===== src/rtl/metro_card_reader.sv =====
// -----------------------------------------------------------------------------
// metro_card_reader
//
// Front-end card reader for the metro turnstile. It receives a serial card
// frame, checks its start and even-parity bits, and presents the access code
// to the turnstile. The code is held on access_code with validate_code high
// until the turnstile acknowledges with open_access_door.
//
// If no acknowledge arrives within ACK_TIMEOUT cycles, the code is presented
// again after a one-cycle gap, up to MAX_RETRY more times. A bad frame, or
// running out of retries, gives a one-cycle reject pulse. After that the
// reader waits for the card to be removed.
//
// Frame (first bit on the wire first):
//   bit0          start bit, must be 1
//   bit1..CODE_W  access code, MSB first
//   last bit      even parity over the code bits
//
// Ports:
//   clk               system clock, rising edge
//   rset              asynchronous reset, active low
//   card_present      level, high while a card sits in the slot
//   card_bit          serial frame data, sampled when card_bit_valid = 1
//   card_bit_valid    one-cycle strobe per frame bit
//   open_access_door  acknowledge from the turnstile (level)
//   validate_code     high while a code is being presented
//   access_code       code under presentation, stable while validate_code = 1
//   reject            one-cycle pulse on bad frame or exhausted retries
//   busy              high in every state except IDLE
//   state_out         current state encoding (debug)
// -----------------------------------------------------------------------------
module metro_card_reader #(
  parameter int CODE_W      = 4,
  parameter int ACK_TIMEOUT = 8,
  parameter int MAX_RETRY   = 2
) (
  input  logic              clk,
  input  logic              rset,
  input  logic              card_present,
  input  logic              card_bit,
  input  logic              card_bit_valid,
  input  logic              open_access_door,
  output logic              validate_code,
  output logic [CODE_W-1:0] access_code,
  output logic              reject,
  output logic              busy,
  output logic [2:0]        state_out
);

  localparam int FRAME_W = CODE_W + 2;
  localparam int CNT_W   = $clog2(FRAME_W);

  localparam logic [2:0] S_IDLE     = 3'd0;
  localparam logic [2:0] S_RECV     = 3'd1;
  localparam logic [2:0] S_CHECK    = 3'd2;
  localparam logic [2:0] S_PRESENT  = 3'd3;
  localparam logic [2:0] S_GAP      = 3'd4;
  localparam logic [2:0] S_DONE     = 3'd5;
  localparam logic [2:0] S_REJECT   = 3'd6;
  localparam logic [2:0] S_WAIT_OUT = 3'd7;

  localparam logic [CNT_W-1:0] BIT_LAST  = CNT_W'(FRAME_W - 1);
  localparam logic [CNT_W-1:0] CNT_ONE   = CNT_W'(1);
  localparam logic [7:0]       TMO_LAST  = 8'(ACK_TIMEOUT - 1);
  localparam logic [7:0]       TMO_ONE   = 8'd1;
  localparam logic [2:0]       RETRY_LIM = 3'(MAX_RETRY);
  localparam logic [2:0]       RETRY_ONE = 3'd1;

  logic [2:0]         state_q,    state_d;
  logic [CNT_W-1:0]   bit_cnt_q,  bit_cnt_d;
  logic [FRAME_W-1:0] frame_q,    frame_d;
  logic [7:0]         tmo_q,      tmo_d;
  logic [2:0]         retry_q,    retry_d;
  logic [CODE_W-1:0]  code_q,     code_d;
  logic               validate_q, validate_d;
  logic               reject_q,   reject_d;
  logic               busy_q,     busy_d;

  // Frame fields. The shift register fills from the LSB, so the first bit
  // received (start) ends up at the MSB and the parity bit at bit 0.
  logic               frame_start;
  logic [CODE_W-1:0]  frame_code;
  logic               frame_parity;
  logic               frame_ok;

  assign frame_start  = frame_q[FRAME_W-1];
  assign frame_code   = frame_q[FRAME_W-2:1];
  assign frame_parity = frame_q[0];
  // Even parity: the XOR over the code bits and the parity bit must be 0.
  assign frame_ok     = frame_start & ~(^{frame_code, frame_parity});

  always_comb begin
    state_d   = state_q;
    bit_cnt_d = bit_cnt_q;
    frame_d   = frame_q;
    tmo_d     = tmo_q;
    retry_d   = retry_q;
    code_d    = code_q;

    case (state_q)
      S_IDLE: begin
        bit_cnt_d = '0;
        tmo_d     = '0;
        retry_d   = '0;
        if (card_present) begin
          state_d = S_RECV;
          // A strobe coincident with card insertion is the start bit.
          if (card_bit_valid) begin
            frame_d   = {{(FRAME_W-1){1'b0}}, card_bit};
            bit_cnt_d = CNT_ONE;
          end
        end
      end

      S_RECV: begin
        if (!card_present) begin
          state_d = S_IDLE;
        end else if (card_bit_valid) begin
          frame_d = {frame_q[FRAME_W-2:0], card_bit};
          if (bit_cnt_q == BIT_LAST) begin
            bit_cnt_d = '0;
            state_d   = S_CHECK;
          end else begin
            bit_cnt_d = bit_cnt_q + CNT_ONE;
          end
        end
      end

      S_CHECK: begin
        if (frame_ok) begin
          code_d  = frame_code;
          retry_d = '0;
          tmo_d   = '0;
          state_d = S_PRESENT;
        end else begin
          state_d = S_REJECT;
        end
      end

      S_PRESENT: begin
        // Card removal wins. After that, an acknowledge beats a timeout
        // that lands in the same cycle.
        if (!card_present) begin
          state_d = S_IDLE;
        end else if (open_access_door) begin
          tmo_d   = '0;
          state_d = S_DONE;
        end else if (tmo_q == TMO_LAST) begin
          tmo_d = '0;
          if (retry_q < RETRY_LIM) begin
            retry_d = retry_q + RETRY_ONE;
            state_d = S_GAP;
          end else begin
            state_d = S_REJECT;
          end
        end else begin
          tmo_d = tmo_q + TMO_ONE;
        end
      end

      S_GAP: begin
        // One cycle with validate low, so the turnstile sees a new rising edge.
        tmo_d = '0;
        if (!card_present) begin
          state_d = S_IDLE;
        end else begin
          state_d = S_PRESENT;
        end
      end

      S_DONE: begin
        if (!open_access_door) begin
          state_d = S_WAIT_OUT;
        end
      end

      S_REJECT: begin
        state_d = S_WAIT_OUT;
      end

      S_WAIT_OUT: begin
        // Frame strobes are ignored until the card has left the slot.
        if (!card_present) begin
          state_d = S_IDLE;
        end
      end

      default: begin
        state_d = S_IDLE;
      end
    endcase

    // The presented code is forgotten whenever the reader falls back to IDLE.
    if (state_d == S_IDLE) begin
      code_d    = '0;
      bit_cnt_d = '0;
      tmo_d     = '0;
      retry_d   = '0;
    end
  end

  // Outputs are decoded from the next state and registered. As a result,
  // validate_code is high from the first PRESENT cycle. Also, reject and
  // validate_code can never be high in the same cycle.
  always_comb begin
    validate_d = (state_d == S_PRESENT);
    reject_d   = (state_d == S_REJECT);
    busy_d     = (state_d != S_IDLE);
  end

  always_ff @(posedge clk or negedge rset) begin
    if (!rset) begin
      state_q    <= S_IDLE;
      bit_cnt_q  <= '0;
      frame_q    <= '0;
      tmo_q      <= '0;
      retry_q    <= '0;
      code_q     <= '0;
      validate_q <= 1'b0;
      reject_q   <= 1'b0;
      busy_q     <= 1'b0;
    end else begin
      state_q    <= state_d;
      bit_cnt_q  <= bit_cnt_d;
      frame_q    <= frame_d;
      tmo_q      <= tmo_d;
      retry_q    <= retry_d;
      code_q     <= code_d;
      validate_q <= validate_d;
      reject_q   <= reject_d;
      busy_q     <= busy_d;
    end
  end

  assign validate_code = validate_q;
  assign access_code   = code_q;
  assign reject        = reject_q;
  assign busy          = busy_q;
  assign state_out     = state_q;

endmodule


===== config.mk =====
export PLATFORM = sky130hd
export DESIGN_NAME = metro_card_reader
export DESIGN_NICKNAME = d
export VERILOG_FILES = /design/src/rtl/metro_card_reader.sv
export SDC_FILE = /design/constraint.sdc
export NUM_CORES = 1
export LEC_CHECK = 0
export BUFFER_PORTS_ARGS = -buffer_cell sky130_fd_sc_hd__buf_2
export CAP_MARGIN = 20
export CORE_MARGIN = 8
export CORE_UTILIZATION = 58
export DETAILED_ROUTE_END_ITERATION = 10
export GPL_ROUTABILITY_DRIVEN = 0
export PLACE_DENSITY = 0.83
export SETUP_SLACK_MARGIN = 0.05
export SYNTH_ARGS = -nofsm -noshare
export SYNTH_HDL_FRONTEND = slang
export SYNTH_SLANG_ARGS = --single-unit

===== constraint.sdc =====
create_clock -name clk -period 2.7 [get_ports clk]
set_clock_uncertainty 0.15 [all_clocks]
set_input_delay 0.135 -clock clk [delete_from_list [all_inputs] [get_ports clk]]
set_output_delay 0.135 -clock clk [all_outputs]
set_load 0.05 [all_outputs]

==> metrics.txt, run 1 <==
via count of the first global-routing pass=~1400; Finished Cell Area=about 1900 um^2; placed cell areas=1790 um^2; CTS Hold Bufs=2; sequential share of power=between 30% and 40%; Yosys warnings=0; Syn Area/Cell=approximately 9.5 um^2; mapped cell area=1710 um^2; post-synthesis sequential area ratio=44.0%; sw frac=between 40% and 50%; RSZ-0062 raised after global routing=no; Worst Slack Setup Final=0.483 ns; Logic pwr share=46.5%; drt drc=0; Post-Synthesis Cells=180; vias=approximately 1400; flop and latch count out of synthesis=30; DR vias/cell=between 6 and 7; first-pass GRT wire length=6440 um; Max H-tree Level=2; initial DRC count=107; Int Pwr=0.00104 W; Max transition margin=about 55%; antenna violations before repair=0; gr usage total=15.8%; post-route ant nets=0; Die Span X=between 70 and 80 um; clock sinks=30; cts repair resizes=0; Worst-path clk slew=around 0.11 ns; final wirelength=about 3700 um; Worst path max stage delay=approximately 0.43 ns; WHS=between 0.04 and 0.05 ns; Pleak=0.824 nW; setup violators final=0; CTS Buffer Depth=2; Max VDD drop=between 900 and 1000 uV; CTS root buf=clkbuf_4; syn_nets=188; port buffer count=15; Ports=16; Die Ht=approximately 70 um; most frequent cells in the layout=30 x dfrtp_1, 18 x nand2_1, 15 x buf_2, 12 x nor2_1, 10 x nand3_1; worst reg2reg setup slack=0.48 ns; commonest non-fill, non-tap cell in the layout=dfrtp_1; Least-Margin Pin Slew=around 0.67 ns; Max Clock Freq=451 MHz; core box area=roughly 2800 um^2; critical path peak fanout=7; Clk Latency, worst-skew pair=between 0.3 and 0.4 ns; Initial Utilization=between 60% and 70%; Period minus WS final=2.22 ns; num rows=19; drt pass-1 iters=4; crit path buf inv count=0; CP startpoint kind=flip-flop; CTS tree=yes; placed wire-length estimate=around 2700 um; max-cap viol count=0; CTS buffer count=5; Critical Path Sink Type=flip-flop; synth top area cells=dfrtp_1 44%, nand2_1 4.0%, nand3_1 2.9%, a21oi_1 2.6%, a311oi_2 2.6%; status=finished, final reports clean; Syn-to-layout area delta=10.9%; Psw=~0.00090 W; setup_tns=0 ns; layout cells sized above 1=about a fifth; pin count of the biggest net entering global routing=31; GRT Residual Overflow=0; pwr dens=roughly 1000 nW/um^2; Hold Vio Cnt, Final=0; Clk pwr share=19.0%; Yosys top cell by area=dfrtp_1; wire per inst=between 15 and 20 um; CP max-delay cell=dfrtp_1; Die ar.=between 4000 and 5000 um^2; crit-path cells=ha_1 > and4bb_1 > a211oi_2 > and2_1 > a41oi_1 > a311oi_2; diode count=0; pre-CTS setup slack=about 0.50 ns; Distinct cells, synth=45; Yosys top cell area share=44.0%; WS Path Type=reg2reg; Data arrival, critical path=between 2 and 2.5 ns; Slew Viols, Final=0; crit share post-route=between 80 and 90%; Critical Path RT=~2.8 ns; cell family with most CP delay=compound AO/OA/AOI/OAI gates; hold crit path type=in2reg; postcts setup bufs=0; nets=about 200
-- per-stage QoR --
stage | util, % | total power [W] | std cells
after floorplan | - | 0.00138 | 180
after global placement | 64.4 | 0.00152 | 218
after detailed placement | 64.4 | 0.00157 | 218
after CTS | 68.1 | 0.00194 | 228
after global routing | 68.1 | 0.00207 | 228
final | 68.1 | 0.00194 | 228
-- power by group through the flow --
| stage | logic [W] | registers, W | clock network, W |
|---|---|---|---|
| after floorplan | 0.000641 | 0.000739 | 0 |
| after global placement | 0.000857 | 0.000668 | 0 |
| after detailed placement | 0.000891 | 0.000676 | 0 |
| after CTS | 0.000899 | 0.000668 | 0.000372 |
| after global routing | 0.000984 | 0.000694 | 0.000390 |
| final | 0.000900 | 0.000669 | 0.000368 |
-- worst min-delay path: stages --
cell	delay, ns
buf_2	0.13
a211oi_2	0.06
nand2_1	0.07
a311oi_2	0.09
-- cell usage after synthesis (all sizes together) --
cell	n
dfrtp	30
a21o	1
o211ai	3
buf	3
o41ai	2
xnor3	1
o21ai	15
nor3	4
and2	3
and3b	1
a311oi	8
nand3	10
xnor2	3
mux2	3
and3	5
mux2i	2
nand2	18
nor4bb	1
a211oi	3
and4bb	1
o311a	1
nand4	1
nand3b	3
a41oi	2
ha	2
or2	1
a31oi	2
o31ai	4
nand4b	1
a21oi	9
clkbuf	6
nor2	14
nand2b	2
inv	11
a21boi	1
nor2b	3
-- state kept, by name, indices dropped and copies added, names as in the netlist --
signal / flops
access_code: 4
state_out: 3
busy: 1
tmo_q: 8
bit_cnt_q: 3
reject: 1
retry_q: 3
frame_q: 6
validate_code: 1
-- cell families (layout without fill, tap and decap cells) --
group	count (synthesis)	in the layout	share of synthesized area [%]
xor+xnor	4	4	3.37
compound gates	51	51	22.5
flops	30	30	44.0
mux	5	5	3.15
fa+ha+maj	2	2	1.47
simple gates	68	68	20.9
buf+inv	20	37	4.62
-- layer usage --
layer / share of wire, % / global-route usage, % / vias to the layer above
met4: 1.4 / 6.92 / 0
met3: 5.1 / 3.81 / 9
met1: 41 / 18.2 / 696
met5: 0 / 0 / -
met2: 53 / 26.9 / 42
li1: - / - / 691
-- area by class of cell --
type / count / area [um^2]
Clock inverter: 3 / 45.0
Clock buffer: 5 / 37.5
Fill cell: 232 / 888
Inverter: 11 / 41.3
Tap cell: 31 / 38.8
Timing Repair Buffer: 18 / 103
Sequential cell: 30 / 751
Multi-Input combinational cell: 130 / 877
-- path summary, 6_finish.rpt --
kind                                             from  cells past startpoint                          to
hold reg to reg            access_code[3]$_DFFE_PN0P_                      2  access_code[3]$_DFFE_PN0P_
setup reg to reg                 tmo_q[0]$_DFFE_PN0P_                      6        tmo_q[6]$_DFFE_PN0P_
min in group asynchronous                        rset                      2  access_code[0]$_DFFE_PN0P_
max in group asynchronous                        rset                      2              busy$_DFF_PN0_
setup / recovery                 tmo_q[0]$_DFFE_PN0P_                      6        tmo_q[6]$_DFFE_PN0P_
hold / removal                       open_access_door                      4        tmo_q[6]$_DFFE_PN0P_
Power figures use the tool's default switching activity.
==> inputs of run 2 (changes only) <==
--- a/config.mk
+++ b/config.mk
@@ -5,13 +5,14 @@
 export SDC_FILE = /design/constraint.sdc
 export NUM_CORES = 1
 export LEC_CHECK = 0
+export ABC_AREA = 1
 export BUFFER_PORTS_ARGS = -buffer_cell sky130_fd_sc_hd__buf_2
 export CAP_MARGIN = 20
 export CORE_MARGIN = 8
-export CORE_UTILIZATION = 58
+export CORE_UTILIZATION = 53
 export DETAILED_ROUTE_END_ITERATION = 10
 export GPL_ROUTABILITY_DRIVEN = 0
-export PLACE_DENSITY = 0.83
+export PLACE_DENSITY = 0.8
 export SETUP_SLACK_MARGIN = 0.05
 export SYNTH_ARGS = -nofsm -noshare
 export SYNTH_HDL_FRONTEND = slang
==> constraint.sdc (replaced) <==
create_clock -name clk -period 2 [get_ports clk]
set_clock_uncertainty 0.15 [all_clocks]
set_input_delay 0.1 -clock clk [delete_from_list [all_inputs] [get_ports clk]]
set_output_delay 0.1 -clock clk [all_outputs]
set_load 0.05 [all_outputs]
==> run 2 against run 1 <==
  * Area after synthesis increased by 2.1%
  * Synthesized cell count rose by 32%
  * Via count is 21% higher
  * Sequential power is 39% higher
  * Critical path type unchanged
  * Fmax rose by 13%
  * Global-route usage increased by 0.53 points
==> metrics.txt, run 2 <==
Yosys warnings=0; hold endpoint=bit_cnt_q[0]$_DFFE_PN0P_; post-synthesis sequential area ratio=roughly 43%; Hold Vio Cnt, Final=0; Final Power=~0.0032 W; Syn Area/Cell=approximately 7.3 um^2; Critical Path RT=between 2 and 2.5 ns; Max Clock Freq=509 MHz; reg2reg end=tmo_q[3]$_DFFE_PN0P_; gr usage total=around 16%; Ports=16; antenna violations before repair=0; CP startpoint kind=flip-flop; Max transition margin=54.7%; max-cap viol count=0; critical path startpoint=tmo_q[7]$_DFFE_PN0P_; CTS buffer count=5; Hold Startpoint=card_bit_valid; Initial Utilization=between 50% and 60%; first-pass GRT wire length=6740 um; WS Path Type=reg2reg; pin count of the biggest net entering global routing=31; Int Pwr=approximately 0.0017 W; Least-Margin Pin Slew=between 0.6 and 0.7 ns; Syn-to-layout area delta=30.0%; Yosys top cell area share=43.1%; Critical Path Sink Type=flip-flop; sw frac=between 40 and 50%; Pleak=1.17 nW; worst reg2reg setup slack=~0.035 ns; Distinct cells, synth=30; drt pass-1 iters=5; via count of the first global-routing pass=1515; Yosys top cell by area=dfrtp_1; CTS tree=yes; post-route insts no fill=about 330; Psw=between 0.0015 and 0.002 W; nets=about 300; Top reg by flops=tmo_q; met2 Usage GRT=25.1%; Die Span X=about 73 um; met1 Use GR=20.0%; DR vias/cell=5.23; sequential share of power=between 20 and 30%; most frequent cells after synthesis=63 x nand2_1, 33 x inv_1, 30 x dfrtp_1; dpl cells=around 300; Period minus WS final=1.96 ns; CTS Buffer Depth=2; critical path peak fanout=8; flop and latch count out of synthesis=30; RSZ-0062 raised after global routing=yes; number of flip-flops in the largest register=8; GRT Residual Overflow=0; synth top area cells=dfrtp_1 43%, nand2_1 14%, inv_1 7.1%, nand3_1 6.0%, nor2_1 5.0%; mapped cell area=between 1500 and 2000 um^2; wire per inst=14.4 um; Slew Viols, Final=0; worst flop-to-flop path startpoint=tmo_q[7]$_DFFE_PN0P_; Clk Latency, worst-skew pair=about 0.35 ns; status=finished, final reports clean; count leader, synth=nand2_1; CTS root buf=clkbuf_4; Logic pwr share=between 60 and 70%; core box area=roughly 3300 um^2; port buffer count=15; hold crit path type=in2reg; GR Util met3=under 10%; Worst-path clk slew=roughly 0.10 ns; Data arrival, critical path=about 2 ns; GR peak layer=met2; Die ar.=between 5000 and 6000 um^2; diode count=0; Post-Synthesis Cells=around 240; Clk pwr share=between 10% and 20%; Max VDD drop=between 800 and 900 uV; Hold Path Depth=5; Async SR Flop Fraction=between 90% and 100%; placed wire-length estimate=~2900 um; drt drc=0; layout cells sized above 1=around 30%; final wirelength=~4800 um; setup_tns=0 ns; pwr dens=about 1400 nW/um^2; ys flop type=dfrtp_1; Max H-tree Level=2; crit share post-route=98.2%; initial DRC count=around 150; Die Ht=roughly 73 um; setup violators final=0; num rows=21; most frequent cells in the layout=56 x nand2_1, 29 x inv_1, 28 x buf_4, 26 x dfrtp_1, 22 x nor2_1; Reg2Reg Depth=12; vias=approximately 1700; syn_nets=245; post-route ant nets=0; clock sinks=30; Post-synth EDFFs=0; commonest non-fill, non-tap cell in the layout=nand2_1
-- run 2: cell count changes after synthesis, sizes merged, moves of 8 or more --
cell | before | now
inv | 11 | 35
nand3 | 10 | 24
nor2 | 14 | 25
nand2 | 18 | 66
nand4 | 1 | 9
a311oi | 8 | 0
-- run 2: layout make-up --
class	count	area (um^2)
Fill cell	270	993
Multi-Input combinational cell	167	912
Sequential cell	30	756
Timing Repair Buffer	48	360
Inverter	35	131
Tap cell	46	57.6
Clock buffer	5	37.5
Clock inverter	2	10.0
-- run 2: worst max-delay path: stages (launching register included) --
cell and delay (ns):
dfrtp_1 0.40, nor3_1 0.22, buf_4 0.18, nand3_2 0.09, nand3_2 0.08, nand2_1 0.05
nand2_1 0.06, nand2_2 0.07, inv_2 0.09, nand2_2 0.07, nor2_4 0.17, clkbuf_16 0.17
a21oi_1 0.04
-- run 2: what timing repair did --
action,4_1_cts,5_1_grt
pin swaps,0,8
cloned,0,1
resized for setup,1,24
hold buffers,3,0
setup endpoints to repair,1,20
setup buffers,1,18
endpoints found under the hold margin,32,0
-- run 2: power by group through the flow --
| stage | registers [W] | clock network, W | logic, W |
|---|---|---|---|
| floorplan | 0.00109 | 0 | 0.000962 |
| finish | 0.000929 | 0.000344 | 0.00197 |
| detailed placement | 0.000946 | 0 | 0.00149 |
| global placement | 0.000941 | 0 | 0.00147 |
| CTS | 0.000934 | 0.000345 | 0.00151 |
| global route | 0.000948 | 0.000383 | 0.00214 |
-- run 2: kinds of logic after synthesis --
kind of cell | count (synthesis) | synth area share [%]
compound gates | 32 | 10.4
xor+xnor | 3 | 1.51
fa+ha+maj | 2 | 1.44
buf+inv | 40 | 9.41
flops | 30 | 43.1
simple gates | 130 | 34.1
-- run 2: stage by stage --
stage / area, um^2 / utilization [%] / hold slack, ns / setup WS (ns)
4_1_cts: 2020 / 62.0 / 0.0501 / 0.0547
2_1_floorplan: 1750 / - / -0.346 / 0.135
3_5_place_dp: 1930 / 59.3 / 0.0307 / 0.0601
6_report: 2260 / 69.5 / 0.0346 / 0.0354
5_1_grt: 2260 / 69.5 / 0.0802 / -0.0214
3_3_place_gp: 1930 / 59.3 / 0.0232 / 0.111
-- run 2: how the worst max path moves through the flow --
stage,depth (start not counted),to
CTS,13,access_code[1]$_DFFE_PN0P_
finish,12,tmo_q[3]$_DFFE_PN0P_
global placement,13,access_code[3]$_DFFE_PN0P_
floorplan,11,tmo_q[4]$_DFFE_PN0P_
global route,13,tmo_q[6]$_DFFE_PN0P_
detailed placement,13,access_code[1]$_DFFE_PN0P_
-- run 2: per-layer routing --
layer  vias up  routed length [um]
met2        53                2330
met4         0                 118
met1       807                2060
met5         -                   0
met3         9                 277
li1        874                   -
